--- src/rtl/init_command_word_sequencer.sv ---
// init_command_word_sequencer
//   Owns the 8259A initialisation sequence (ICW1 -> ICW2 -> ICW3? -> ICW4? -> READY).
//   It holds every ICW field in a register and resolves master/slave and the SP/EN
//   buffer-enable function. Once initialisation is complete, it forwards data-port
//   writes as OCW1 strobes.
// Ports
//   clock, reset                     rising-edge clock, async active-high reset
//   write_initial_command_word_1     decoded ICW1 strobe (one cycle per write)
//   write_data_port                  decoded A0=1 write strobe (one cycle per write)
//   internal_data_bus[7:0]           write data, sampled with the strobes
//   slave_program_n_pin              SP/EN pin level when not buffered (1 = master)
//   level_or_edge_config / address_interval_config / single_or_cascade_config
//                                    ICW1 LTIM / ADI / SNGL
//   vector_base[7:0]                 ICW2; low bits forced to 0 in 8086 mode
//   cascade_device_config, slave_id  ICW3 read as master mask / slave id
//   special_fully_nest_config, buffered_mode_config, buffered_master_or_slave_config,
//   auto_eoi_config, u8086_or_mcs80_config
//                                    ICW4 SFNM / BUF / M/S / AEOI / uPM
//   is_master, buffer_enable         resolved SP/EN function
//   init_done                        high while in READY
//   write_operation_control_word_1   data-port write accepted as OCW1 this cycle
module init_command_word_sequencer #(
  parameter int IR_COUNT     = 8,
  parameter int CAS_ID_WIDTH = 3,
  parameter int VECTOR_LSB   = 3
) (
  input  logic                    clock,
  input  logic                    reset,
  input  logic                    write_initial_command_word_1,
  input  logic                    write_data_port,
  input  logic [7:0]              internal_data_bus,
  input  logic                    slave_program_n_pin,
  output logic                    level_or_edge_config,
  output logic                    address_interval_config,
  output logic                    single_or_cascade_config,
  output logic [7:0]              vector_base,
  output logic [IR_COUNT-1:0]     cascade_device_config,
  output logic [CAS_ID_WIDTH-1:0] slave_id,
  output logic                    special_fully_nest_config,
  output logic                    buffered_mode_config,
  output logic                    buffered_master_or_slave_config,
  output logic                    auto_eoi_config,
  output logic                    u8086_or_mcs80_config,
  output logic                    is_master,
  output logic                    buffer_enable,
  output logic                    init_done,
  output logic                    write_operation_control_word_1
);

  typedef enum logic [2:0] {
    UNINIT    = 3'd0,
    WAIT_ICW2 = 3'd1,
    WAIT_ICW3 = 3'd2,
    WAIT_ICW4 = 3'd3,
    READY     = 3'd4
  } state_t;

  // Bits of ICW2 that come from the IR number in 8086 mode.
  localparam logic [7:0] LOW_MASK = 8'((16'd1 << VECTOR_LSB) - 16'd1);

  state_t                  state;
  logic                    ic4;
  logic                    ltim, adi, sngl;
  logic [7:0]              icw2;
  logic [IR_COUNT-1:0]     cas_mask;
  logic [CAS_ID_WIDTH-1:0] cas_id;
  logic                    sfnm, bufm, ms, aeoi, upm;

  always_ff @(posedge clock or posedge reset) begin
    if (reset) begin
      state    <= UNINIT;
      ic4      <= 1'b0;
      ltim     <= 1'b0;
      adi      <= 1'b0;
      sngl     <= 1'b0;
      icw2     <= '0;
      cas_mask <= '0;
      cas_id   <= '0;
      sfnm     <= 1'b0;
      bufm     <= 1'b0;
      ms       <= 1'b0;
      aeoi     <= 1'b0;
      upm      <= 1'b0;
    end else if (write_initial_command_word_1) begin
      // ICW1 restarts the sequence from any state and wins over a same-cycle data write.
      ltim     <= internal_data_bus[3];
      adi      <= internal_data_bus[2];
      sngl     <= internal_data_bus[1];
      ic4      <= internal_data_bus[0];
      icw2     <= '0;
      cas_mask <= '0;
      cas_id   <= '0;
      sfnm     <= 1'b0;
      bufm     <= 1'b0;
      ms       <= 1'b0;
      aeoi     <= 1'b0;
      upm      <= 1'b0;
      state    <= WAIT_ICW2;
    end else if (write_data_port) begin
      case (state)
        WAIT_ICW2: begin
          icw2 <= internal_data_bus;
          if (!sngl)    state <= WAIT_ICW3;
          else if (ic4) state <= WAIT_ICW4;
          else          state <= READY;
        end
        WAIT_ICW3: begin
          cas_mask <= internal_data_bus[IR_COUNT-1:0];
          cas_id   <= internal_data_bus[CAS_ID_WIDTH-1:0];
          state    <= ic4 ? WAIT_ICW4 : READY;
        end
        WAIT_ICW4: begin
          sfnm  <= internal_data_bus[4];
          bufm  <= internal_data_bus[3];
          ms    <= internal_data_bus[2];
          aeoi  <= internal_data_bus[1];
          upm   <= internal_data_bus[0];
          state <= READY;
        end
        default: ; // UNINIT drops the write; READY routes it to OCW1 below
      endcase
    end
  end

  assign level_or_edge_config            = ltim;
  assign address_interval_config         = adi;
  assign single_or_cascade_config        = sngl;
  // Stored ICW2 stays unmasked so that a later uPM change re-masks consistently.
  assign vector_base                     = upm ? (icw2 & ~LOW_MASK) : icw2;
  assign cascade_device_config           = cas_mask;
  assign slave_id                        = cas_id;
  assign special_fully_nest_config       = sfnm;
  assign buffered_mode_config            = bufm;
  assign buffered_master_or_slave_config = ms;
  assign auto_eoi_config                 = aeoi;
  assign u8086_or_mcs80_config           = upm;

  // In buffered mode SP/EN becomes an output, so the role comes from ICW4 M/S.
  assign is_master     = bufm ? ms : slave_program_n_pin;
  assign buffer_enable = bufm;

  assign init_done = (state == READY);
  assign write_operation_control_word_1 =
    write_data_port & (state == READY) & ~write_initial_command_word_1;

endmodule

--- config.mk ---
export PLATFORM = sky130hd
export DESIGN_NAME = init_command_word_sequencer
export DESIGN_NICKNAME = d
export VERILOG_FILES = /design/src/rtl/init_command_word_sequencer.sv
export SDC_FILE = /design/constraint.sdc
export NUM_CORES = 1
export LEC_CHECK = 0
export CORE_UTILIZATION = 25
export DETAILED_ROUTE_END_ITERATION = 12
export GPL_TIMING_DRIVEN = 0
export PLACE_DENSITY = 0.52
export SYNTH_ARGS = -nofsm -noshare
export SYNTH_HDL_FRONTEND = slang
export SYNTH_SLANG_ARGS = --single-unit
--- constraint.sdc ---
create_clock -name clock -period 2.16 [get_ports clock]
set_input_delay 0.432 -clock clock [delete_from_list [all_inputs] [get_ports clock]]
set_output_delay 0.432 -clock clock [all_outputs]
set_load 0.02 [all_outputs]
==> results.cfg <==
[yosys]
yosysUniqueCellTypes = 24
synthTopCellsByCount = dfrtp_1 (28), nor2_1 (22), mux2i_1 (21)
synth.most_common_cell = dfrtp_1
synth_edf_count = 0
ys.flop_type = dfrtp_1
syn_inst = 114
synthesis.nets = 127
yosys.area.top_type = dfrtp_1
synth_top_area_share_pct = 53.5
synth_area_leaders = dfrtp_1 (53%), mux2i_1 (16%), nor2_1 (6.3%)
yosys_warnings = 0
syn_avg_cell_area_um2 = 11.5
async_flop_share_pct = 100
synthesis.area_um2 = 1310
yosysSeqAreaShare_pct = 53.5
synth_seq_cells = 28

[critical_path]
crit_arrival_ps = 1630
end_kind = output port
critPathKind = primary input to output port
crit_path_start_kind = primary input
required_ps = 1730
path_max_fanout = 1

[final_layout]
nets = 174
final_layout_size_suffix_gt1_share_pct = 13.8
stdcell_count = 227
final_core_util_pct = 38.8
diodes = 0
syn_to_final_growth_pct = 44.4

[power_and_ir_drop]
peakVddDrop_v = 0.000266
p_per_area_nw_per_um2 = 670
total_power_uw = 1270
leakage_uw = 0.000870

[timing]
finalMaxSlewViolations = 0
rsz0062_at_grt = false
max_slew_margin_pct = 26.1
setup_ws_ps = 101
hold_violations = 0
finalSetupViolations = 0
period_share_pct = 95.3
max_freq_ghz = 0.486
min_period_ps = 2060
worstMarginPinSlew_ps = 1110
worst_clock_skew_ps = 4.47

[clocking]
clock-root-buffer = clkbuf_8
cts_sinks = 28
htree_num_levels = 1
clk_path_buf_depth = 2
clk_latency_ps = 270
path_clk_slew_ps = 100
cts_buffers = 3
cts_tree = done
cts_setup_buffers = 0

[die]
die_area_um2 = 5530
num_rows = 25
die_x_um = 74.4
ioPinCount = 44
initial_core_util_pct = 26.8
fp.coreArea_um2 = 4880
die_height_um = 74.4

[placed_design]
dpl.cell_count = 224
dp_hpwl_um = 2240
place_ws_ps = -375
port_buffers = 43
place.gp.congestion = 0.736

[routing]
ant_nets = 0
routed_wl_um = 3180
drtIter0Drc = 36
drcViolationCount = 0
wl_per_cell_um = 14.0
vias_per_cell = 4.23
num_vias = 961
firstDrtPassIters = 3

[outcome]
status = completed

[global_routing]
grt_pass1_vias = 1021
grt_first_pass_wirelength_um = 5110
grt_max_degree = 29
overflow = 0
grtUsageTotal_pct = 12.4
antenna_found_initial = 0

[worst_hold_path]
hold_path.class = flip-flop to flip-flop

[job]
cap_viol_max_count = 0
-- path summary, 6_finish.rpt --
path                                                  start                              endpoint  slack, ps  depth (start not counted)
setup / recovery                        slave_program_n_pin                             is_master        100                          3
hold / removal             level_or_edge_config$_DFFE_PP0P_      level_or_edge_config$_DFFE_PP0P_        530                          1
setup reg to reg                       state[1]$_DFFE_PP0P_                   icw2[5]$_DFFE_PP0P_        630                          5
hold reg to reg            level_or_edge_config$_DFFE_PP0P_      level_or_edge_config$_DFFE_PP0P_        530                          1
max in group asynchronous                             reset     u8086_or_mcs80_config$_DFFE_PP0P_        760                          2
min in group asynchronous                             reset  cascade_device_config[3]$_DFFE_PP0P_        740                          2
-- cells by family (layout without fill, tap and decap cells) --
family                 count (synthesis)  after routing  share of synthesized area [%]
muxes                                 26             26                           20.3
and+or+nand+nor                       35             35                           13.5
AOI/OAI and AO/OA                      6              6                           3.63
buffers and inverters                 19             65                           9.07
DFF                                   28             28                           53.5
-- flip-flops by register name, summed over array words and instances (netlist names) --
register	flops
buffered_master_or_slave_config	1
cascade_device_config	8
single_or_cascade_config	1
special_fully_nest_config	1
ic4	1
buffer_enable	1
address_interval_config	1
u8086_or_mcs80_config	1
state	3
level_or_edge_config	1
icw2	8
auto_eoi_config	1
-- metal layers --
| layer | up-vias | GRT usage (%) | routed length [um] |
|---|---|---|---|
| met3 | 0 | 3.66 | 199 |
| met4 | 0 | 2.52 | 0 |
| li1 | 461 | - | - |
| met1 | 471 | 15.9 | 1480 |
| met2 | 29 | 20.6 | 1510 |
| met5 | - | 0 | 0 |
-- power breakdown --
| group | internal (uW) | total (uW) | switching [uW] |
|---|---|---|---|
| Sequential | 556 | 578 | 21.6 |
| Combinational | 139 | 273 | 134 |
| Clock | 248 | 417 | 168 |
| Total | 943 | 1270 | 324 |
-- layout make-up --
class / count / area, um^2
tap: 67 / 83.8
inverter: 3 / 11.3
multi-input combinational: 67 / 490
timing repair buffer: 43 / 430
clock inverter: 1 / 30.0
fill: 507 / 2990
buffer: 15 / 104
sequential: 28 / 701
clock buffer: 3 / 41.3
-- worst max-delay path: stages --
cell	delay, ps
clkdlybuf4s50_1	400
mux2_2	260
clkdlybuf4s50_1	530
-- cells in the final DEF (no fill, tap or decap), types with 2 or more instances in the layout --
| cell type | instances |
|---|---|
| dlygate4sd2_1 | 2 |
| buf_2 | 2 |
| dfrtp_1 | 28 |
| buf_4 | 10 |
| mux2_2 | 5 |
| mux2i_1 | 21 |
| nor2b_1 | 6 |
| nor2_1 | 22 |
| clkdlybuf4s50_1 | 40 |
| inv_1 | 3 |
| clkbuf_1 | 2 |
| clkbuf_8 | 3 |
-- what timing repair did --
action,CTS,global route
hold buffers,0,0
setup endpoints to repair,1,1
resized for setup,2,1
-- stage by stage --
| stage | hold WS, ps | cell area [um^2] | setup TNS (ps) |
|---|---|---|---|
| after floorplan | 478 | 1310 | 0 |
| after global placement | 496 | 1820 | -383 |
| after detailed placement | 505 | 1820 | -375 |
| after CTS | 533 | 1890 | 0 |
| after global routing | 561 | 1890 | 0 |
| final | 528 | 1890 | 0 |
No activity file was read; power rests on OpenSTA's default activity.
